==> config.mk <==
export PLATFORM = sky130hd
export DESIGN_NAME = uart_txrx_param_flat
export DESIGN_NICKNAME = d
export VERILOG_FILES = /design/src/rtl/uart_txrx_param_if.sv /design/src/rtl/uart_txrx_param.sv /design/src/flat_wrapper.sv
export SDC_FILE = /design/constraint.sdc
export NUM_CORES = 1
export LEC_CHECK = 0
export ABC_AREA = 1
export CAP_MARGIN = 5
export CORE_MARGIN = 2
export CORE_UTILIZATION = 40
export DETAILED_ROUTE_END_ITERATION = 10
export PLACE_DENSITY = 0.62
export SYNTH_ARGS = -nofsm -noshare
export SYNTH_HDL_FRONTEND = slang
export SYNTH_SLANG_ARGS = --single-unit
export TNS_END_PERCENT = 10
==> constraint.sdc <==
create_clock -name clk -period 2.6 [get_ports clk]
set_clock_uncertainty 0.1 [all_clocks]
set_input_delay 0.39 -clock clk [delete_from_list [all_inputs] [get_ports clk]]
set_output_delay 0.39 -clock clk [all_outputs]
set_load 0.02 [all_outputs]
==> src/rtl/uart_txrx_param_if.sv <==
// Bus bundle for the uart_txrx_param transceiver: TX request/status and RX word/status.
// The slave modport is the transceiver side; master is the user/link side.
interface uart_txrx_param_if #(
    parameter int unsigned DATA_BITS = 8
);
    logic                 tx_start;
    logic [DATA_BITS-1:0] tx_data;
    logic                 tx;
    logic                 tx_busy;
    logic                 tx_done;
    logic                 rx;
    logic [DATA_BITS-1:0] rx_data;
    logic                 rx_done;
    logic                 rx_frame_err;
    logic                 rx_parity_err;

    modport master (
        output tx_start, tx_data, rx,
        input  tx, tx_busy, tx_done, rx_data, rx_done, rx_frame_err, rx_parity_err
    );

    modport slave (
        input  tx_start, tx_data, rx,
        output tx, tx_busy, tx_done, rx_data, rx_done, rx_frame_err, rx_parity_err
    );
endinterface

==> src/rtl/uart_txrx_param.sv <==
// Parametrised full-duplex UART: independent TX/RX FSMs, mid-bit RX sampling, framing/parity flags.
// Optional parity bit is enabled by defining UART_PARITY_EN.
module uart_txrx_param #(
    parameter int unsigned CLKS_PER_BIT = 16,
    parameter int unsigned DATA_BITS    = 8,
    parameter int unsigned STOP_BITS    = 1,
    parameter int unsigned PARITY_ODD   = 0
) (
    input  logic              clk,
    input  logic              rst,
    uart_txrx_param_if.slave  bus
);
    localparam int unsigned CNT_W = $clog2(CLKS_PER_BIT);
    localparam int unsigned IDX_W = 4;
    localparam logic [CNT_W-1:0] BIT_LAST  = CNT_W'(CLKS_PER_BIT - 1);
    localparam logic [CNT_W-1:0] HALF_LAST = CNT_W'(CLKS_PER_BIT / 2 - 1);
    localparam logic [IDX_W-1:0] DATA_LAST = IDX_W'(DATA_BITS - 1);
    localparam logic [IDX_W-1:0] STOP_LAST = IDX_W'(STOP_BITS - 1);

    if (CLKS_PER_BIT < 4 || (CLKS_PER_BIT % 2) != 0 || DATA_BITS < 5 || DATA_BITS > 9 ||
        STOP_BITS < 1 || STOP_BITS > 2 || PARITY_ODD > 1) begin : g_bad_params
        $error("uart_txrx_param: illegal parameter set");
    end

    typedef enum logic [2:0] {
        S_IDLE,
        S_START,
        S_DATA,
`ifdef UART_PARITY_EN
        S_PARITY,
`endif
        S_STOP
    } state_t;

    state_t               tx_state;
    logic [CNT_W-1:0]     tx_cnt;
    logic [IDX_W-1:0]     tx_idx;
    logic [DATA_BITS-1:0] tx_shift;
`ifdef UART_PARITY_EN
    logic                 tx_par;
`endif

    // TX: shift the latched word out LSB first; tx changes only on bit boundaries
    always_ff @(posedge clk or posedge rst) begin
        if (rst) begin
            tx_state    <= S_IDLE;
            tx_cnt      <= '0;
            tx_idx      <= '0;
            tx_shift    <= '0;
`ifdef UART_PARITY_EN
            tx_par      <= 1'b0;
`endif
            bus.tx      <= 1'b1;
            bus.tx_busy <= 1'b0;
            bus.tx_done <= 1'b0;
        end else begin
            bus.tx_done <= 1'b0;
            case (tx_state)
                S_IDLE: begin
                    if (bus.tx_start) begin
                        tx_shift    <= bus.tx_data;
`ifdef UART_PARITY_EN
                        tx_par      <= (^bus.tx_data) ^ 1'(PARITY_ODD);
`endif
                        tx_cnt      <= '0;
                        bus.tx      <= 1'b0;
                        bus.tx_busy <= 1'b1;
                        tx_state    <= S_START;
                    end
                end
                S_START: begin
                    if (tx_cnt == BIT_LAST) begin
                        tx_cnt   <= '0;
                        tx_idx   <= '0;
                        bus.tx   <= tx_shift[0];
                        tx_shift <= tx_shift >> 1;
                        tx_state <= S_DATA;
                    end else begin
                        tx_cnt <= tx_cnt + 1'b1;
                    end
                end
                S_DATA: begin
                    if (tx_cnt == BIT_LAST) begin
                        tx_cnt <= '0;
                        if (tx_idx == DATA_LAST) begin
`ifdef UART_PARITY_EN
                            bus.tx   <= tx_par;
                            tx_state <= S_PARITY;
`else
                            bus.tx   <= 1'b1;
                            tx_idx   <= '0;
                            tx_state <= S_STOP;
`endif
                        end else begin
                            bus.tx   <= tx_shift[0];
                            tx_shift <= tx_shift >> 1;
                            tx_idx   <= tx_idx + 1'b1;
                        end
                    end else begin
                        tx_cnt <= tx_cnt + 1'b1;
                    end
                end
`ifdef UART_PARITY_EN
                S_PARITY: begin
                    if (tx_cnt == BIT_LAST) begin
                        tx_cnt   <= '0;
                        tx_idx   <= '0;
                        bus.tx   <= 1'b1;
                        tx_state <= S_STOP;
                    end else begin
                        tx_cnt <= tx_cnt + 1'b1;
                    end
                end
`endif
                S_STOP: begin
                    if (tx_cnt == BIT_LAST) begin
                        tx_cnt <= '0;
                        if (tx_idx == STOP_LAST) begin
                            bus.tx_busy <= 1'b0;
                            bus.tx_done <= 1'b1;
                            tx_state    <= S_IDLE;
                        end else begin
                            tx_idx <= tx_idx + 1'b1;
                        end
                    end else begin
                        tx_cnt <= tx_cnt + 1'b1;
                    end
                end
                default: begin
                    bus.tx      <= 1'b1;
                    bus.tx_busy <= 1'b0;
                    tx_state    <= S_IDLE;
                end
            endcase
        end
    end

    // RX synchroniser; third flop holds the previous synced value for edge detection
    logic rx_s1, rx_s2, rx_s3;
    logic rx_fall;

    always_ff @(posedge clk or posedge rst) begin
        if (rst) begin
            rx_s1 <= 1'b1;
            rx_s2 <= 1'b1;
            rx_s3 <= 1'b1;
        end else begin
            rx_s1 <= bus.rx;
            rx_s2 <= rx_s1;
            rx_s3 <= rx_s2;
        end
    end

    assign rx_fall = rx_s3 & ~rx_s2;

    state_t               rx_state;
    logic [CNT_W-1:0]     rx_cnt;
    logic [IDX_W-1:0]     rx_idx;
    logic [DATA_BITS-1:0] rx_shift;
`ifdef UART_PARITY_EN
    logic                 rx_par;
`else
    assign bus.rx_parity_err = 1'b0;
`endif

    // RX: half-bit offset after the start edge, then one sample per bit period
    always_ff @(posedge clk or posedge rst) begin
        if (rst) begin
            rx_state         <= S_IDLE;
            rx_cnt           <= '0;
            rx_idx           <= '0;
            rx_shift         <= '0;
            bus.rx_data      <= '0;
            bus.rx_done      <= 1'b0;
            bus.rx_frame_err <= 1'b0;
`ifdef UART_PARITY_EN
            rx_par            <= 1'b0;
            bus.rx_parity_err <= 1'b0;
`endif
        end else begin
            bus.rx_done <= 1'b0;
            case (rx_state)
                S_IDLE: begin
                    if (rx_fall) begin
                        rx_cnt   <= '0;
                        rx_state <= S_START;
                    end
                end
                S_START: begin
                    if (rx_cnt == HALF_LAST) begin
                        rx_cnt   <= '0;
                        rx_idx   <= '0;
                        rx_state <= rx_s2 ? S_IDLE : S_DATA;
                    end else begin
                        rx_cnt <= rx_cnt + 1'b1;
                    end
                end
                S_DATA: begin
                    if (rx_cnt == BIT_LAST) begin
                        rx_cnt   <= '0;
                        rx_shift <= {rx_s2, rx_shift[DATA_BITS-1:1]};
                        if (rx_idx == DATA_LAST) begin
`ifdef UART_PARITY_EN
                            rx_state <= S_PARITY;
`else
                            rx_state <= S_STOP;
`endif
                        end else begin
                            rx_idx <= rx_idx + 1'b1;
                        end
                    end else begin
                        rx_cnt <= rx_cnt + 1'b1;
                    end
                end
`ifdef UART_PARITY_EN
                S_PARITY: begin
                    if (rx_cnt == BIT_LAST) begin
                        rx_cnt   <= '0;
                        rx_par   <= rx_s2;
                        rx_state <= S_STOP;
                    end else begin
                        rx_cnt <= rx_cnt + 1'b1;
                    end
                end
`endif
                S_STOP: begin
                    // Only the first stop bit is sampled; returning here allows back-to-back frames
                    if (rx_cnt == BIT_LAST) begin
                        rx_cnt           <= '0;
                        bus.rx_data      <= rx_shift;
                        bus.rx_frame_err <= ~rx_s2;
`ifdef UART_PARITY_EN
                        bus.rx_parity_err <= (^rx_shift) ^ rx_par ^ 1'(PARITY_ODD);
`endif
                        bus.rx_done      <= 1'b1;
                        rx_state         <= S_IDLE;
                    end else begin
                        rx_cnt <= rx_cnt + 1'b1;
                    end
                end
                default: rx_state <= S_IDLE;
            endcase
        end
    end
endmodule

==> src/flat_wrapper.sv <==
// flat-port wrapper written by rule: the top's interface ports become plain ports
module uart_txrx_param_flat 
#(
    parameter int unsigned CLKS_PER_BIT = 16,
    parameter int unsigned DATA_BITS    = 8,
    parameter int unsigned STOP_BITS    = 1,
    parameter int unsigned PARITY_ODD   = 0
)
  (clk, rst, bus_tx_start, bus_tx_data, bus_rx, bus_tx, bus_tx_busy, bus_tx_done, bus_rx_data, bus_rx_done, bus_rx_frame_err, bus_rx_parity_err);
  uart_txrx_param_if #(.DATA_BITS(DATA_BITS)) bus_i ();
  input  logic clk;
  input  logic rst;
  input wire logic [$bits(bus_i.tx_start)-1:0] bus_tx_start;
  input wire logic [$bits(bus_i.tx_data)-1:0] bus_tx_data;
  input wire logic [$bits(bus_i.rx)-1:0] bus_rx;
  output wire logic [$bits(bus_i.tx)-1:0] bus_tx;
  output wire logic [$bits(bus_i.tx_busy)-1:0] bus_tx_busy;
  output wire logic [$bits(bus_i.tx_done)-1:0] bus_tx_done;
  output wire logic [$bits(bus_i.rx_data)-1:0] bus_rx_data;
  output wire logic [$bits(bus_i.rx_done)-1:0] bus_rx_done;
  output wire logic [$bits(bus_i.rx_frame_err)-1:0] bus_rx_frame_err;
  output wire logic [$bits(bus_i.rx_parity_err)-1:0] bus_rx_parity_err;
  assign bus_i.tx_start = bus_tx_start;
  assign bus_i.tx_data = bus_tx_data;
  assign bus_i.rx = bus_rx;
  assign bus_tx = bus_i.tx;
  assign bus_tx_busy = bus_i.tx_busy;
  assign bus_tx_done = bus_i.tx_done;
  assign bus_rx_data = bus_i.rx_data;
  assign bus_rx_done = bus_i.rx_done;
  assign bus_rx_frame_err = bus_i.rx_frame_err;
  assign bus_rx_parity_err = bus_i.rx_parity_err;
  uart_txrx_param #(.CLKS_PER_BIT(CLKS_PER_BIT), .DATA_BITS(DATA_BITS), .STOP_BITS(STOP_BITS), .PARITY_ODD(PARITY_ODD)) u_core (.clk(clk), .rst(rst), .bus(bus_i));
endmodule
; After elaboration in Yosys (flattened, before gate mapping)
; Index checks and enable logic that the tools add are counted.
[totals]
register_bits = 54
out_inout_bits = 14
word_cells = 122
[classes]
add_sub_neg = 4
n_eq_ne = 25
n_mux = 50
bitwise_logic = 4
n_reduce_logical = 22
[op_table]
columns = op, n
row1 = $mux 4, 13
row2 = $mux 3, 11
row3 = $mux 8, 4
row4 = $pmux 3 s4, 2
row5 = $pmux 4 s3, 2
row6 = $pmux 8 s3, 1
row7 = $ne 2x1->1 const B, 10
row8 = $add 4x1->4 const B, 4
row9 = $pmux 4 s2, 2
row10 = $reduce_and 5->1, 3
row11 = $eq 3x2->1 const B, 4
row12 = $eq 4x3->1 const B, 3
row13 = $mux 1, 12
row14 = $reduce_and 4->1, 3
row15 = $reduce_bool 3->1, 3
row16 = $eq 4x4->1 const B, 2
row17 = $ne 2x2->1 const B, 4
row18 = $reduce_and 2->1, 4
row19 = $eq 3x1->1 const B, 2
row20 = $logic_not 3->1, 2
row21 = $reduce_and 6->1, 1
row22 = $logic_not 4->1, 1
row23 = $pmux 1 s4, 1
row24 = $reduce_bool 2->1, 2
row25 = 6 further kinds, 9

; Depth between registers and ports, before layout
; Gate-level depths: netlist (run 1).
[logic_depth]
ltp_word = 4
ltp_mapped = 10

; Worst setup path after synthesis (run 1)
; Ideal clock, no wire load.
[synth_path]
path_kind = register to register
startpoint = register u_core.tx_state[0]
endpoint = register u_core.bus.tx_busy
setup_ns = 0.127
arrival_time_ns = 1.361
required_ns = 2.373
path_slack_ns = 1.012
stages_incl_launch_ff = 8
period_less_slack_ns = 1.588
cell_sequence = dfrtp_1 > inv_1 > ha_1 > inv_1 > clkbuf_1 > nand4_1 > nand2_1 > o21ai_0
[synth_via]
elab_chain_cells = 4
word_cells_on_any_way = 11
cone_classes = eq/ne (6) / mux (1) / bitwise (1) / reduce/logical (3)
[synth_lines]
columns = item, line_no
row1 = start: declaration, uart_txrx_param.sv:35  ; state_t tx_state;
row2 = start signal: assignment, uart_txrx_param.sv:46  ; tx_state <= S_IDLE;
row3 = start signal: assignment, uart_txrx_param.sv:68  ; tx_state <= S_START;
row4 = start signal: assignment, uart_txrx_param.sv:77  ; tx_state <= S_DATA;
row5 = $eq 3x1->1 or $eq 3x2->1 (tied branches), uart_txrx_param.sv:58  ; case (tx_state)
row6 = $reduce_or 2->1 (no source line), n/a
row7 = $not 1->1 (no source line), n/a
row8 = $reduce_and 4->1 (no source line), n/a
row9 = end signal: assignment, uart_txrx_param.sv:54  ; bus.tx_busy <= 1'b0;
row10 = end signal: assignment, uart_txrx_param.sv:67  ; bus.tx_busy <= 1'b1;
row11 = end signal: assignment, uart_txrx_param.sv:119  ; bus.tx_busy <= 1'b0;
row12 = end: declaration, uart_txrx_param_if.sv:24  ; output tx, tx_busy, tx_done, rx_data, rx_done, rx_frame_err, rx_parity_err
; Several ways; a longest one is shown, not always the timed one.
; A chain may end at the register's enable or synchronous reset.

; Worst setup path in the final report (run 1)
[layout_path]
startpoint = register u_core.bus.tx
endpoint = output port bus_tx
[layout_lines]
columns = item, line_no
row1 = start: declaration, uart_txrx_param_if.sv:24
row2 = start signal: assignment, uart_txrx_param.sv:75  ; bus.tx <= tx_shift[0];
row3 = start signal: assignment, uart_txrx_param.sv:95  ; bus.tx <= tx_shift[0];
row4 = end: declaration, flat_wrapper.sv:16  ; output wire logic [$bits(bus_i.tx)-1:0] bus_tx;
; No word-level cell between the ends.

==> impl_summary.md, run 1 <==
Status
The flow ran to the end, and the final reports show no timing, DRC or antenna violations.

Placed design
The placed instance count is 394. The post-detailed-placement half-perimeter wirelength is 3.12 mm. Summing all placed instances gives a cell area of 2880 um^2. The placer's final routability congestion estimate is 0.841. The count of port buffers added during placement is 24.

Global routing
The first-pass GRT wire length is 8.05 mm. The number of global-route vias before repair is 1852. The initial antenna violation count is 0. In the global route stage, overall resource usage came out at 13.7%. The total overflow reported by the global router is 0. Entering global routing, the biggest net connects 53 pins.

Timing
Setup repair after global routing left no endpoint under its margin. Adding up every negative setup slack in the final design gives 0 ns. The final number of max-transition violations is 0. Based on the critical path, the design can be clocked at up to 516 MHz. The number of hold-slack violations in the final timing report came to 0.

The final count of negative-setup-slack endpoints is 0. The clock period minus final worst setup slack is 1.94 ns. Of the available clock period, the critical path in the final layout requires 74.6%.

Detailed routing
The routed wirelength normalized by instance count is 10.8 um. After detailed routing, the number of vias per cell comes to 4.81. The first detailed-routing pass took 4 iterations. The DRC violation total after the first TritonRoute iteration is 94. The count of antenna-violating nets left after detailed routing is 0. The residual DRC count is 0. The total vias in the final route is 1935.

After detailed routing, the total wire length is 4.35 mm.

Floorplan
The number of rows in the core area is 29. The die width is 84.0 um. The initial standard-cell utilization of the core is 40.8%.

The number of top-level pins is 26. The core region is 6280 um^2. In this run the vertical extent of the chip is 84.0 um. The die covers 7060 um^2.

Logic synthesis
The largest family of logic cells by synthesized area is simple AND/OR/NAND/NOR gates. The mux contribution to synthesized area is 0%. The warning count from the yosys run is 0. The dominant cell by count in the synthesized netlist is nand2_1. Synthesis produced a netlist with a net count of 318.

Sequential cells were found to cover 51.0% of the synthesized design area. After synthesis the netlist holds a flip-flop and latch count of 52. The area fraction of the dominant cell type after synthesis is 46.9%. The post-synthesis cell area is 2560 um^2. By count the netlist is led by nand2_1 (79), dfrtp_1 (48), inv_1 (31). Of all cell types, the one taking the most synthesized area is dfrtp_1.

Yosys mapped a number of flops with a built-in enable equal to 0. The area share of xor/xnor cells in the synthesized design is 1.03%. The share of synthesized cell area in full adder, half adder and majority cells is 4.39%. The share of synthesized cell area in and, or, nand and nor gates is 23.5%.

After synthesis, the cell types taking the most area are dfrtp_1 (47%), nand2_1 (12%), inv_1 (4.5%). A synthesized cell averages 8.63 um^2. The post-synthesis async set-or-reset flop share is 100%. Synthesis handed over a netlist of 297 instances.

The area fraction in compound gates after synthesis is 12.4%. For this run, the leading register cell type out of synthesis is dfrtp_1. Synthesis instantiated 31 different standard cells from the library.

Critical path
Data arrives at the worst endpoint at 1.45 ns. The worst setup path startpoint is u_core.bus.tx$_DFFE_PP1P_. The worst-path cell with the longest stage delay is clkdlybuf4s50_1. The worst register-to-register path begins at u_core.tx_state[0]$_DFFE_PP0P_.

The total buffers and inverters traversed by the critical path is 1. The largest single stage delay on the critical path is 0.59 ns. The kind of cell with the highest combined delay on the critical path is buffers and inverters. Walking the worst path, the cells encountered are clkdlybuf4s50_1. The data required time at the worst endpoint is 2.11 ns.

Of all nets on the critical path, the largest fanout is 2. The worst setup path is launched from a flop. The register-to-register setup slack is 0.83 ns. The critical setup path kind is reg -> out. The kind of end point of the critical path is a primary output.

Clock network
The hold-fix buffer count after cts is 0. The clock tree synthesis step divided the H-tree into 2 levels. The post-CTS setup-driven buffer insertion count is 0. The later pin in the worst-skew pair is clocked with a latency of 0.31 ns. The count of cells resized by post-cts repair is 0. Clock tree synthesis found a total of 52 sinks. The cell sitting at the root of the clock tree is a clkbuf_8.

The clock-pin transition on the worst setup and hold timing paths is 0.11 ns. The maximum root-to-sink buffer count is 2. The number of buffers created by CTS is 5.

TritonCTS built the clock tree.

Min path
In this run the most critical hold path is launched from u_core.rx_s1$_DFF_PP1_. The path class of the tightest hold or removal check is reg -> reg.

Power and ir drop
The analysis attributes to cell leakage a power of 1.43 nW. The total design power is 2.81 mW. For this design the total switching power over the nets is 1.19 mW.

The internal portion of the total power is 1.62 mW. The clock network burns 17.7% of the power. The power per standard cell area is 945 nW/um^2. Of the total power, combinational logic draws 41.7%.

The maximum vdd drop is 0.000679 V. The proportion of total power due to net switching is 42.3%. The sequential cell fraction of total power is 40.6%.

Final layout
The post-layout instance area is 2970 um^2. The finished layout holds 402 standard cells, fillers aside. Of the cells placed in the final design, the portion with a size suffix greater than 1 is 12.9%. The number of nets in the finished design is 345. The number of diodes added for antenna fixing is 0. Cells fill 47.4% of the core in the end. The relative area change from synthesis to final layout is 16.1%.

Job
The max-cap violation count is 0.
## per-stage QoR
step	setup slack, ns	hold slack, ns
floorplan	0.859	0.245
global placement	0.900	0.247
detailed placement	0.849	0.248
CTS	0.650	0.250
global route	0.635	0.256
finish	0.661	0.255
## registers in the layout, summed over array words and instances, names as in the netlist, 2 cells and up
name and flops:
u_core.rx_shift 8, u_core.tx_idx 4, u_core.rx_idx 4, u_core.bus.rx_data 8
u_core.tx_cnt 4, u_core.tx_state 2, u_core.tx_shift 8, u_core.rx_cnt 4
u_core.rx_state 2
## final cells by class
cell class              count  area (um^2)
well taps                  77         96.3
clock buffers               5         68.8
repair buffers             26          268
multi-input cells         200         1060
inverters                  39          146
fillers                   608         3300
clock inverters             3         27.5
flip-flops and latches     52         1310
## metal layers
| layer | vias up | global-route usage, % | wire length, um |
|---|---|---|---|
| met1 | 892 | 18.2 | 2160 |
| met3 | 2 | 3.56 | 153 |
| met5 | - | 0 | 0 |
| met4 | 0 | 3.23 | 23 |
| met2 | 33 | 22.5 | 2010 |
| li1 | 1008 | - | - |
## power by group through the flow
stage	Sequential [mW]	Clock (mW)	Combinational (mW)
6_report	1.14	0.497	1.17
5_1_grt	1.17	0.544	1.37
4_1_cts	1.14	0.512	1.19
3_5_place_dp	1.16	0	1.19
3_3_place_gp	1.15	0	1.17
2_1_floorplan	1.15	0	0.937
## layout by cell type (no fill, tap or decap)
| cell | count |
|---|---|
| nor3_4 | 1 |
| nor2_1 | 20 |
| inv_2 | 9 |
| clkbuf_8 | 5 |
| nand2_4 | 2 |
| o22ai_1 | 2 |
| a21oi_2 | 6 |
| nand4_1 | 7 |
| dfrtp_1 | 48 |
| nand2_1 | 79 |
| buf_12 | 1 |
| a21oi_1 | 7 |
| ha_1 | 9 |
| o31ai_1 | 1 |
| o21a_1 | 1 |
| nand3_2 | 1 |
| inv_1 | 30 |
| buf_4 | 1 |
| or2_2 | 1 |
| o21ai_0 | 17 |
| nor2_4 | 3 |
| o21ai_2 | 3 |
| nor3_1 | 1 |
| nor2_2 | 1 |
| nand3_1 | 14 |
| o21ai_1 | 18 |
| or2_4 | 1 |
| dfstp_2 | 4 |
| inv_8 | 1 |
| clkinv_4 | 1 |
| clkdlybuf4s50_1 | 24 |
| nand3b_1 | 1 |
| clkinvlp_4 | 1 |
| xor2_1 | 3 |
| conb_1 | 1 |
## logic make-up (layout without fill, tap and decap cells)
family,after synthesis,count (layout)
adder cells (fa/ha/maj),9,9
buffers and inverters,45,73
AND/OR/NAND/NOR,132,132
other,1,1
flip-flops,52,52
AO/OA/AOI/OAI,55,55
XOR/XNOR,3,3
## final timing paths
kind | cells after the start | end
worst max register to register | 9 | u_core.tx_shift[5]$_DFFE_PP0P_
worst min-delay path | 0 | u_core.rx_s2$_DFF_PP1_
max in group asynchronous | 3 | u_core.bus.tx$_DFFE_PP1P_
worst min register to register | 0 | u_core.rx_s2$_DFF_PP1_
worst max-delay path | 1 | bus_tx
min in group asynchronous | 3 | u_core.bus.rx_data[3]$_DFFE_PP0P_
No activity file was read; power rests on OpenSTA's default activity.
==> run 2: changes to the inputs <==
PLACE_DENSITY = 0.64   (was 0.62)
clock period = 1.7 ns   (was 2.6 ns; I/O delays follow)
==> run 2 against run 1 <==
Compared with the run above:
- combinational power rose by 78%
- critical endpoint is now bus_rx_data[5]
- largest power group unchanged
- cell count rose by 2.0%
- highest routed layer unchanged
- largest cell class unchanged
- global-route usage fell by 0.24 points
==> impl_summary.md, run 2 (synthesis gave the netlist of run 1 again) <==
Status
Result of the run: finished clean (unchanged).

Critical path
The kind of cell with the highest combined delay on the critical path is buffers and inverters (unchanged). The total buffers and inverters traversed by the critical path is 1 (unchanged). The maximum fanout encountered on the critical timing path is 2 (unchanged). The number of cells traversed by the worst register-to-register path is 8 (was 9). The arrival time at the worst endpoint is 1.27 ns (was 1.45 ns). The critical setup path kind was reg -> out (unchanged).

The kind of end point of the critical path is a primary output (unchanged). The startpoint type of the worst setup path is a flop (unchanged). The endpoint of the lowest-slack register-to-register path is u_core.tx_state[0]$_DFFE_PP0P_ (was u_core.tx_shift[5]$_DFFE_PP0P_). Cell breakdown of the critical path: clkdlybuf4s50_1 (unchanged). The worst-path cell with the longest stage delay is clkdlybuf4s50_1 (unchanged).

The origin of the critical flop-to-flop path was u_core.tx_state[0]$_DFFE_PP0P_ (unchanged). The register-to-register setup slack is 0.15 ns (was 0.83 ns). The largest incremental delay on the critical path is 0.60 ns (was 0.59 ns).

The data required time at the worst endpoint was 1.34 ns (was 2.11 ns).

Global routing
The first-pass GRT wire length was 7.85 mm (was 8.05 mm). The pin count of the biggest net entering global routing is 27 (was 53). The total overflow reported by the global router is 0 (unchanged). The initial antenna violation count is 0 (unchanged).

The global-route total usage across every layer is 13.5% (was 13.7%). The number of global-route vias before repair is 1854 (was 1852).

Detailed routing
The number of vias per cell after detailed routing is 4.73 (was 4.81). The DRC violation total after the first TritonRoute iteration came to 155 (was 94). The routed wirelength normalized by instance count was 10.8 um (about the same). The total vias in the final route is 1938 (was 1935). The residual DRC count is 0 (unchanged). The total detailed-routing wirelength came to 4.42 mm (was 4.35 mm). The length of the first detailed-routing pass in iterations is 4 (unchanged). The count of antenna-violating nets left after detailed routing is 0 (unchanged).

Timing
The final hold slack is 0.0959 ns (was 0.255 ns). The clock period minus final worst setup slack is 1.62 ns. In the finished design, the share of the clock period the worst path needs comes to 95.5%. The final number of max-transition violations is 0 (unchanged). The final count of negative-setup-slack endpoints came to 0 (unchanged). The post-route setup TNS is 0 ns (unchanged). Static timing analysis puts the maximum clock frequency at 616 MHz.

The number of hold-slack violations in the final timing report is 0 (unchanged). Setup repair after global routing missed its margin: false (unchanged).

Final layout
The number of diodes added for antenna fixing is 0 (unchanged). The number of nets in the finished design came to 353 (was 345). Most used cells in the layout excluding fill and tap cells: nand2_1 (77), dfrtp_1 (48), inv_1 (28) (was nand2_1 (79), dfrtp_1 (48), inv_1 (30)).

Largest registers: u_core.bus.rx_data x8, u_core.rx_shift x8, u_core.tx_shift x8 (unchanged). The area taken by flip-flops and latches is 1310 um^2 (unchanged). The total of fill cells in the finished design is 594 (was 608).

The utilization after layout came to 49.0% (was 47.4%). The share of cells above drive strength 1 is 17.1% (was 12.9%). The commonest non-fill, non-tap cell in the layout was nand2_1 (unchanged).

The multi-input combinational cell area is 1100 um^2 (was 1060 um^2). The filler-free cell count of the finished design came to 410 (was 402). The relative area change from synthesis to final layout is 20.0% (was 16.1%).

Floorplan
The initial standard-cell utilization of the core is 40.8% (unchanged). The area of the core region came to 6280 um^2 (unchanged). The number of top-level pins came to 26 (unchanged). The die width came to 84.0 um (unchanged). The area of the die is 7060 um^2 (unchanged). The number of rows in the core area is 29 (unchanged). The die boundary height was 84.0 um (unchanged).

Clock network
The root buffer cell is clkbuf_8 (unchanged). The number of buffers created by CTS is 5 (unchanged). The clock latency at the later pin of the worst-skew pair is 0.30 ns (was 0.31 ns). The number of H-tree levels was 2 (unchanged). The clock-pin transition on the worst setup and hold timing paths is 0.10 ns (was 0.11 ns). The hold-fix buffer count after cts is 0 (unchanged). The maximum root-to-sink buffer count came to 2 (unchanged). The clock tree from TritonCTS was done (unchanged). The total clock sinks is 52 (unchanged).

Power and ir drop
The power per standard cell area came to 1480 nW/um^2 (was 945 nW/um^2). The maximum vdd drop is 0.00127 V (was 0.000679 V). The leakage power of the design is 1.47 nW (was 1.43 nW).

Placed design
The count of port buffers added during placement is 24 (unchanged). The post-detailed-placement half-perimeter wirelength is 3.28 mm (was 3.12 mm). The placer's final routability congestion estimate is 0.791 (was 0.841). The placed instance count is 400 (was 394).

Job
The max-cap violation count is 0 (unchanged).

Min path
The worst min-delay path class is in -> async (was reg -> reg).
==> run 2: cell count changes in the layout (fill, tap and decap cells not counted), moves of 2 or more <==
cell and change:
inv_1 -2, nand2_1 -2, ha_1 -2, nand2_2 +2, buf_4 +6, nor2_4 +2
==> run 2: report_power, final <==
part | switching (mW) | internal [mW] | total [mW]
clock | 0.425 | 0.293 | 0.718
combinational | 1.27 | 0.813 | 2.08
sequential | 0.215 | 1.54 | 1.75
==> run 2: repair_timing <==
| item | CTS | global route |
|---|---|---|
| gates cloned | 0 | 1 |
| resized for setup | 1 | 11 |
| setup endpoints to repair | 2 | 15 |
| buffers inserted | 0 | 1 |
| pin swaps | 1 | 3 |
==> run 2: final cells by class <==
type,instances,area share [%]
repair buffers,33,10.8
well taps,77,3.13
multi-input cells,201,35.8
inverters,39,4.84
clock buffers,5,2.24
clock inverters,3,0.692
flip-flops and latches,52,42.5
==> run 2: worst max path at each step <==
stage,start,end,slack (ns),cells after the start
final,u_core.bus.rx_data[5]$_DFFE_PP0P_,bus_rx_data[5],0.08,1
after floorplan,rst,u_core.bus.rx_data[0]$_DFFE_PP0P_,0.09,1
after CTS,u_core.tx_state[0]$_DFFE_PP0P_,u_core.tx_shift[6]$_DFFE_PP0P_,0.02,8
after global placement,u_core.tx_state[0]$_DFFE_PP0P_,u_core.tx_shift[6]$_DFFE_PP0P_,0.09,8
after detailed placement,u_core.tx_state[0]$_DFFE_PP0P_,u_core.tx_shift[6]$_DFFE_PP0P_,0.02,8
after global routing,u_core.rx_cnt[0]$_DFFE_PP0P_,u_core.rx_idx[0]$_DFFE_PP0P_,0.004,7
==> run 2: through the flow <==
stage               area [um^2]  worst slack (ns)  power [mW]
floorplan                  2560            0.0937        3.20
global placement           2940            0.0854        3.66
detailed placement         2940            0.0153        3.69
CTS                        3020            0.0160        4.41
global route               3070           0.00419        4.98
finish                     3070            0.0759        4.55
==> run 2: per-layer routing <==
layer | global-route usage [%] | up-vias | part of all wire (%)
met3 | 3.07 | 4 | 3.5
met2 | 21.8 | 36 | 47
li1 | - | 1025 | -
met4 | 3.96 | 0 | 0.61
met1 | 18.1 | 873 | 48
met5 | 0 | - | 0
==> patch (config.mk and constraints of run 2) <==
Reset style: synchronous (`rst`), changed in 3 clocked blocks.
--- a/src/rtl/uart_txrx_param.sv
+++ b/src/rtl/uart_txrx_param.sv
@@ -42,5 +42,5 @@
 
     // TX: shift the latched word out LSB first; tx changes only on bit boundaries
-    always_ff @(posedge clk or posedge rst) begin
+    always_ff @(posedge clk) begin
         if (rst) begin
             tx_state    <= S_IDLE;
@@ -140,5 +140,5 @@
     logic rx_fall;
 
-    always_ff @(posedge clk or posedge rst) begin
+    always_ff @(posedge clk) begin
         if (rst) begin
             rx_s1 <= 1'b1;
@@ -165,5 +165,5 @@
 
     // RX: half-bit offset after the start edge, then one sample per bit period
-    always_ff @(posedge clk or posedge rst) begin
+    always_ff @(posedge clk) begin
         if (rst) begin
             rx_state         <= S_IDLE;
Behaviour: differs if rst is asserted again (counterexample within 4 cycles, from zero or initial values and one cycle with rst high); with rst held inactive, the same outputs for 10 cycles.
==> patch against run 2 <==
  * First-iteration DRC count shrank 61%
  * Combinational power is 11% higher
  * Global-route usage rose by 1.5 points
  * Sequential cell count stayed put
  * Wire length grew 8.3%
  * Area after synthesis decreased by 0.83%
  * Setup slack worse by 0.0027 ns
  * Design area shrank 0.41%
  * Total power up 5.2%
  * Count of clock-buffer cells in the layout is the same
  * Critical endpoint is now u_core.bus.rx_data[3]
  * Largest power group unchanged
==> patch: results (changes against run 2) <==
| Metric | Value |
|---|---|
| Asr flop ratio synth | `0 (was 1.00)` |
| Setup slack at placement | `-0.00557 ns (was 0.0153 ns)` |
| FF-to-FF Start | `u_core.rx_cnt[0] (was u_core.tx_state[0])` |
| GRT Util Overall | `0.150 (was 0.135)` |
| Worst-path clk slew | `0.10 ns (about the same)` |
| Worst Hold Launch | `u_core.rx_s1` |
| CP max FO | `8 (was 2)` |
| Worst Hold Margin | `0.323 ns (was 0.0959 ns)` |
| Reg2reg setup slack | `0.07 ns (was 0.15 ns)` |
| Worst-Skew Late Latency | `slightly above 0.3 ns` |
| Crit path DAT | `1.78 ns (was 1.27 ns)` |
| First-pass GRT wire length | `8.70 mm (was 7.85 mm)` |
| Dominant cells by area after synthesis | `dfxtp_1 (41%), nand2_1 (11%), nor2_1 (9.0%) (was dfrtp_1 (47%), nand2_1 (12%), inv_1 (4.5%))` |
| Cell count after synthesis | `349 (was 297)` |
| Register area share after synthesis | `0.410 (was 0.510)` |
| Crit path time final | `1.63 ns (was 1.62 ns)` |
| LEAKAGE | `1.37 nW (was 1.47 nW)` |
| Cts bufs inserted | `5 (unchanged)` |
| DP Cell Count | `450 (was 400)` |
| Outcome | `complete, no violations (unchanged)` |
| DP Area | `0.00292 mm² (was 0.00294 mm²)` |
| Min-Delay Path Depth | `1` |
| Syn nets | `371 (was 318)` |
| Setup Fix Bufs, Post-CTS | `0 (unchanged)` |
| Layout cells sized above 1 | `0.160 (was 0.171)` |
| Peak VDD IR | `0.843 mV (was 1.27 mV)` |
| Initial antenna violation count | `0 (unchanged)` |
| Sw Ratio | `0.419 (about the same)` |
| Diodes inserted | `0 (unchanged)` |
| Worst R2R Path Depth | `6 (was 8)` |
| Fill cell count | `626 (was 594)` |
| Final wirelength | `4.79 mm (was 4.42 mm)` |
| Nets | `403 (was 353)` |
| Routability cong. | `0.768 (was 0.791)` |
| IO Port Bufs | `24 (unchanged)` |
| Worst Hold End | `u_core.rx_s2` |
| Ys Warns | `0 (unchanged)` |
| Count leader, synth | `nand2_1 (unchanged)` |
| Worst hold path class | `flip-flop to flip-flop (was primary input to asynchronous set/reset pin)` |
| Post-detail-place hpwl | `3.43 mm (was 3.28 mm)` |
| Netlist cell types | `32 (was 31)` |
| Layout Utilization | `0.491 (was 0.490)` |
| Largest registers | `u_core.bus.rx_data (8), u_core.rx_shift (8), u_core.tx_shift (8) (unchanged)` |
| Commonest cells in the netlist | `nand2_1 (75), nor2_1 (61), dfxtp_1 (52) (was nand2_1 (79), dfrtp_1 (48), inv_1 (31))` |
| Worst R2R End | `u_core.bus.rx_data[3] (was u_core.tx_state[0])` |
| Number of global-route vias before repair | `2075 (was 1854)` |
| Vias | `2168 (was 1938)` |
| Drt pass-1 iters | `4 (unchanged)` |
| Initial drt markers | `61 (was 155)` |
| Largest net degree at the start of global routing | `35 (was 27)` |
| Post-DR vias/cell | `4.72 (was 4.73)` |
| Clock root cell | `clkbuf_8 (unchanged)` |
| Max clock buf depth | `2 (unchanged)` |
| H-tree depth | `2 (unchanged)` |
## patch: cell families after synthesis
| family | share of synthesized area |
|---|---|
| compound gates | 0.0965 |
| buf+inv | 0.0709 |
| simple gates | 0.334 |
| flops | 0.410 |
| mux | 0.0276 |
| other cells | 0.00148 |
| fa+ha+maj | 0.0492 |
| xor+xnor | 0.0103 |
## patch: metal layers
layer | GRT usage | vias up | wire length, µm
li1 | - | 1172 | -
met5 | 0 | - | 0
met3 | 0.0415 | 6 | 145
met2 | 0.246 | 27 | 2150
met4 | 0.0543 | 0 | 71
met1 | 0.188 | 963 | 2420
## patch: worst max-delay path by stage
stage	from	cells past startpoint	end
after floorplan	u_core.tx_state[0]	11	u_core.tx_shift[2]
after global placement	u_core.tx_state[0]	10	u_core.tx_shift[6]
after detailed placement	u_core.tx_state[0]	10	u_core.tx_shift[0]
after CTS	u_core.tx_state[0]	9	u_core.tx_shift[7]
after global routing	u_core.rx_cnt[0]	6	u_core.bus.rx_data[3]
final	u_core.rx_cnt[0]	6	u_core.bus.rx_data[3]
## patch: power groups by stage
stage               Combinational (mW)  Sequential [mW]  Clock [mW]
finish                            2.30             1.62       0.865
detailed placement                2.21             1.64           0
global placement                  2.18             1.64           0
floorplan                         1.83             1.63           0
CTS                               2.29             1.61       0.900
global route                      2.63             1.65       0.954
## patch: what timing repair did
action / 4_1_cts / 5_1_grt
cloned: 1 / 0
setup endpoints to repair: 8 / 23
pin swaps: 2 / 2
hold buffers: 0 / 0
gates resized for setup: 0 / 7
## patch: cell type report
| cell class | instances | share of cell area |
|---|---|---|
| multi-input cells | 256 | 0.440 |
| flip-flops and latches | 52 | 0.341 |
| repair buffers | 34 | 0.111 |
| inverters | 32 | 0.0392 |
| well taps | 77 | 0.0315 |
| clock buffers | 5 | 0.0225 |
| clock inverters | 3 | 0.0151 |
## patch: critical path: stages (launching register included)
cell and delay [ns]:
dfxtp_1 0.41, ha_1 0.25, nand3_2 0.15, nor3_2 0.29
buf_4 0.23, o21ai_1 0.06, nor2_1 0.10
